--- src/rtl/minmax_seq.sv ---
// minmax_seq: streaming signed min/max over one time-shared slt comparator.
// Define MINMAX_SEQ_ARGIDX_EN to add out_min_idx/out_max_idx position outputs.
module slt #(
  parameter int N = 32
) (
  input  logic [N-1:0] a_i,
  input  logic [N-1:0] b_i,
  output logic         lt_o
);
  logic [N:0] d;
  // Sign-extending by one bit keeps the difference free of overflow.
  assign d = {a_i[N-1], a_i} - {b_i[N-1], b_i};
  assign lt_o = d[N];
endmodule

module minmax_seq #(
  parameter int N  = 32,
  parameter int CW = 16
) (
  input  logic          clk,
  input  logic          rst,
  input  logic          in_valid,
  output logic          in_ready,
  input  logic [N-1:0]  in_data,
  input  logic          in_last,
  output logic          out_valid,
  input  logic          out_ready,
  output logic [N-1:0]  out_min,
  output logic [N-1:0]  out_max,
  output logic [CW-1:0] out_count
`ifdef MINMAX_SEQ_ARGIDX_EN
  ,
  output logic [CW-1:0] out_min_idx,
  output logic [CW-1:0] out_max_idx
`endif
);
  typedef enum logic [1:0] {ACCEPT, CMP_MIN, CMP_MAX, DONE} state_t;
  state_t state_q, state_d;
  logic [N-1:0] min_q, min_d, max_q, max_d, op_q, op_d, lt_a, lt_b;
  logic [CW-1:0] cnt_q, cnt_d, cnt_inc;
  logic last_q, last_d, lt, xfer;
`ifdef MINMAX_SEQ_ARGIDX_EN
  logic [CW-1:0] min_idx_q, min_idx_d, max_idx_q, max_idx_d, op_idx_q, op_idx_d;
`endif
  assign lt_a = state_q == CMP_MIN ? op_q : max_q;
  assign lt_b = state_q == CMP_MIN ? min_q : op_q;
  slt #(.N(N)) u_slt (.a_i(lt_a), .b_i(lt_b), .lt_o(lt));
  assign xfer = in_valid & (state_q == ACCEPT);
  assign cnt_inc = &cnt_q ? cnt_q : cnt_q + CW'(1);
  always_comb begin
    state_d = state_q;
    min_d = min_q;
    max_d = max_q;
    op_d = op_q;
    last_d = last_q;
    cnt_d = cnt_q;
`ifdef MINMAX_SEQ_ARGIDX_EN
    min_idx_d = min_idx_q;
    max_idx_d = max_idx_q;
    op_idx_d = op_idx_q;
`endif
    case (state_q)
      ACCEPT: if (xfer) begin
        if (cnt_q == '0) begin
          min_d = in_data;
          max_d = in_data;
          cnt_d = CW'(1);
`ifdef MINMAX_SEQ_ARGIDX_EN
          min_idx_d = '0;
          max_idx_d = '0;
`endif
          state_d = in_last ? DONE : ACCEPT;
        end else begin
          op_d = in_data;
          last_d = in_last;
          cnt_d = cnt_inc;
`ifdef MINMAX_SEQ_ARGIDX_EN
          op_idx_d = cnt_q;
`endif
          state_d = CMP_MIN;
        end
      end
      CMP_MIN: begin
        if (lt) begin
          min_d = op_q;
`ifdef MINMAX_SEQ_ARGIDX_EN
          min_idx_d = op_idx_q;
`endif
        end
        state_d = CMP_MAX;
      end
      CMP_MAX: begin
        if (lt) begin
          max_d = op_q;
`ifdef MINMAX_SEQ_ARGIDX_EN
          max_idx_d = op_idx_q;
`endif
        end
        state_d = last_q ? DONE : ACCEPT;
      end
      default: if (out_ready) begin
        min_d = '0;
        max_d = '0;
        cnt_d = '0;
`ifdef MINMAX_SEQ_ARGIDX_EN
        min_idx_d = '0;
        max_idx_d = '0;
`endif
        state_d = ACCEPT;
      end
    endcase
  end
  always_ff @(posedge clk) begin
    if (rst) begin
      state_q <= ACCEPT;
      min_q <= '0;
      max_q <= '0;
      op_q <= '0;
      last_q <= 1'b0;
      cnt_q <= '0;
`ifdef MINMAX_SEQ_ARGIDX_EN
      min_idx_q <= '0;
      max_idx_q <= '0;
      op_idx_q <= '0;
`endif
    end else begin
      state_q <= state_d;
      min_q <= min_d;
      max_q <= max_d;
      op_q <= op_d;
      last_q <= last_d;
      cnt_q <= cnt_d;
`ifdef MINMAX_SEQ_ARGIDX_EN
      min_idx_q <= min_idx_d;
      max_idx_q <= max_idx_d;
      op_idx_q <= op_idx_d;
`endif
    end
  end
  assign in_ready = ~rst & (state_q == ACCEPT);
  assign out_valid = ~rst & (state_q == DONE);
  assign out_min = rst ? '0 : min_q;
  assign out_max = rst ? '0 : max_q;
  assign out_count = rst ? '0 : cnt_q;
`ifdef MINMAX_SEQ_ARGIDX_EN
  assign out_min_idx = rst ? '0 : min_idx_q;
  assign out_max_idx = rst ? '0 : max_idx_q;
`endif
endmodule

--- config.mk ---
export PLATFORM = sky130hd
export DESIGN_NAME = minmax_seq
export DESIGN_NICKNAME = d
export VERILOG_FILES = /design/src/rtl/minmax_seq.sv
export SDC_FILE = /design/constraint.sdc
export NUM_CORES = 1
export LEC_CHECK = 0
export ABC_AREA = 1
export BUFFER_PORTS_ARGS = -buffer_cell sky130_fd_sc_hd__buf_4
export CORE_MARGIN = 4
export CORE_UTILIZATION = 50
export DETAILED_ROUTE_END_ITERATION = 10
export GPL_TIMING_DRIVEN = 0
export PLACE_DENSITY = 0.76
export SLEW_MARGIN = 20
export SYNTH_ARGS = -nofsm -noshare
export SYNTH_HDL_FRONTEND = slang
export SYNTH_HIERARCHICAL = 1
export SYNTH_SLANG_ARGS = --single-unit
--- constraint.sdc ---
create_clock -name clk -period 3.9 [get_ports clk]
set_clock_uncertainty 0.1 [all_clocks]
set_input_delay 0.78 -clock clk [delete_from_list [all_inputs] [get_ports clk]]
set_output_delay 0.78 -clock clk [all_outputs]
set_load 0.05 [all_outputs]
==> metrics.cfg <==
[cells_and_area]
layout.nets=1496
syn_to_final_growth_pct=23.11
ff_latch_area_um2=2305
antenna-diode-count=0
fill_cells=1472
multi_input_area_um2=4220
post-route-util_pct=62.85
drive_gt1_share_pct=14.99
final_area_um2=9590

[flow_run]
max-cap-violations=0

[sta]
hold_violations=0
finalSetupViolCount=0
maxSlewHeadroom_pct=50.09
worst_pin_slew_ns=0.7487
layout_setup_ws_ns=0.2032
fin_crit_sh_pct=94.79
slew_viol_final=0
fmax_mhz=270.5
period_needed_ns=3.697

[placement]
place_area_um2=8932
gp_congestion=0.9067
portBuffers=117
dpl.hpwl_mm=18.45
dp_slack_ns=-0.6050

[synthesis]
yosys_warnings=6
ys_seq_area_share_pct=29.55
synth_cell_types=33
synth-main-ff-cell=dfxtp_1
ys_top_cells_by_count=230 x inv_1, 218 x nand2_1, 165 x nor2_1, 139 x o21ai_0, 131 x a21oi_1
synth_nets=1357
synth_edf_count=0
synth_area_um2=7790
synth.top_cell.area_share_pct=29.55
synth_most_common_cell=inv_1
ys_ff_latch=115
yosysTopAreaCell=dfxtp_1
synthArstFlopShare_pct=0
synthTopCellsByArea=dfxtp_1 30%, inv_1 11%, nand2_1 11%, o21ai_0 8.9%, a21oi_1 8.4%
netlist_instances=1282
avgSynthCellArea_um2=6.076

[drt]
routedWlPerCell_um=15.80
vias=8856
via_per_inst=5.384
firstDrtPassIters=6
drc=0
ant_nets=0
first_iter_violations=921
postRouteWirelength_mm=25.99

[clock_network]
clockRootBuffer=clkbuf_16
insertion_delay_ns=0.43
clockBufferDepth=2
cts_buffers=17
cts_sinks=115
clk_pin_slew_worst_paths_ns=0.05
h-tree-depth=4
cts_tree=done

[power_and_ir_drop]
clock_power_share_pct=17.3
power_leakage_nw=4.282
p_per_area_nw_per_um2=908.9
combPwrFrac_pct=61.5
p_int_w=0.004252
p_sw_w=0.004465
max-vdd-ir-drop_uv=507.9
p_seq_share_pct=21.2
p_sw_share_pct=51.22

[min_path]
hp-class=flip-flop to flip-flop

[floorplan]
core_area_um2=15260
num_io_pins=119
initial_core_util_pct=51.05
die_y_um=132.8
dieArea_um2=17640
fp.dieW_um=132.8
std_cell_rows=45

[critical_path]
worst_ep_arrival_time_ns=3.87
crit_path_cell_trace=inv_1, ha_4, buf_6, clkbuf_8, clkbuf_8, nand2_1, o21ai_0, inv_1, ha_1, a21oi_1, nor2_1, nor3_1, nand2_1, nand2_1, nand2_1, nand2_1, nand3_1, nand2_1, o21ai_1, a211oi_4, nand2_2, buf_4, nand2_1, a21oi_1
cpPeakStageDelay_ns=0.34
worstSetupEndpointType=flip-flop
path_class=flip-flop to flip-flop
worstPathRequired_ns=4.08
worstSetupStartpointType=flip-flop
crit_path_frequent_cell=nand2_1
crit_fanout=10
cp_slowest_cell=dfxtp_2

[status]
outcome=complete, no violations

[grt]
grt_pass1_wl_mm=41.52
track_usage_pct=29.14
overflow=0
grt_pass1_vias=8448
grt_max_degree=17
antenna_found_initial=0

## cell families (layout without fill, tap and decap cells)
logic type	count (synthesis)	in the layout	synth area share, %
and+or+nand+nor	503	503	26.89
buffers and inverters	315	467	16.50
DFF	115	115	29.55
AOI/OAI and AO/OA	310	310	20.85
adders and majority gates	38	38	6.103
xor gates and xnor gates	1	1	0.1125
## power groups by stage
stage | clock (W) | sequential, W | combinational (W)
2_1_floorplan | 0 | 0.00178 | 0.00372
3_3_place_gp | 0 | 0.00183 | 0.00503
3_5_place_dp | 0 | 0.00185 | 0.00510
4_1_cts | 0.00152 | 0.00183 | 0.00520
5_1_grt | 0.00157 | 0.00189 | 0.00589
6_report | 0.00151 | 0.00184 | 0.00536
## metrics by stage
step	hold slack, ns	power, W	setup TNS (ns)	instances
4_1_cts	0.3642	0.008548	0	1643
3_5_place_dp	0.3564	0.006945	-29.36	1610
6_report	0.3629	0.008717	0	1645
5_1_grt	0.3861	0.009341	-0.01840	1645
3_3_place_gp	0.3503	0.006862	-29.16	1610
2_1_floorplan	0.3374	0.005503	0	1282
## critical path, delay by kind of cell (launching register included)
family                     cells  cell delay [ns]
and+or+nand+nor               11             1.02
buffers and inverters          6             0.90
AOI/OAI and AO/OA              5             0.69
adders and majority gates      2             0.48
DFF                            1             0.34
## per-layer routing
layer | GRT usage (%) | up-vias | part of all wire (%)
li1 | - | 4352 | -
met1 | 37.74 | 3989 | 42
met2 | 46.33 | 454 | 46
met3 | 6.122 | 61 | 9.0
met4 | 13.91 | 0 | 3.1
met5 | 0 | - | 0
## what timing repair did
item | in CTS | in global routing
hold buffers | 0 | 0
setup endpoints to repair | 64 | 64
pin swaps | 1 | 2
setup buffers | 1 | 2
resized for setup | 17 | 16
## area by class of cell
| class | instances | area share, % |
|---|---|---|
| Tap cell | 211 | 2.753 |
| Clock inverter | 4 | 0.4697 |
| Multi-Input combinational cell | 852 | 44.01 |
| Buffer | 80 | 4.762 |
| Sequential cell | 115 | 24.03 |
| Clock buffer | 28 | 5.388 |
| Inverter | 235 | 9.198 |
| Timing Repair Buffer | 120 | 9.393 |
## path summary, 6_finish.rpt
kind | depth (start not counted) | startpoint | slack [ns] | to
worst max register to register | 24 | state_q[1] | 0.20 | min_q[8]
worst min register to register | 2 | last_q | 0.36 | last_q
worst min-delay path | 2 | last_q | 0.36 | last_q
worst max-delay path | 24 | state_q[1] | 0.20 | min_q[8]
## flip-flops by register name, summed over array words and instances (netlist names)
signal	flops
cnt_q	16
last_q	1
max_q	32
min_q	32
op_q	32
state_q	2
## layout by cell type (no fill, tap or decap), types with 4 or more instances in the layout
cell type and n:
buf_6 8, buf_4 128, nand4_1 5, nor2_1 165, o22ai_1 32, buf_2 22
o21ai_0 137, dfxtp_1 113, clkbuf_1 36, o21ai_1 4, nand2_1 218, nand2_2 5
buf_1 4, clkbuf_2 4, ha_1 37, a21oi_1 131, clkbuf_16 17, inv_1 230
clkbuf_8 8, nand3_1 96
(Power assumes the default switching activity.)
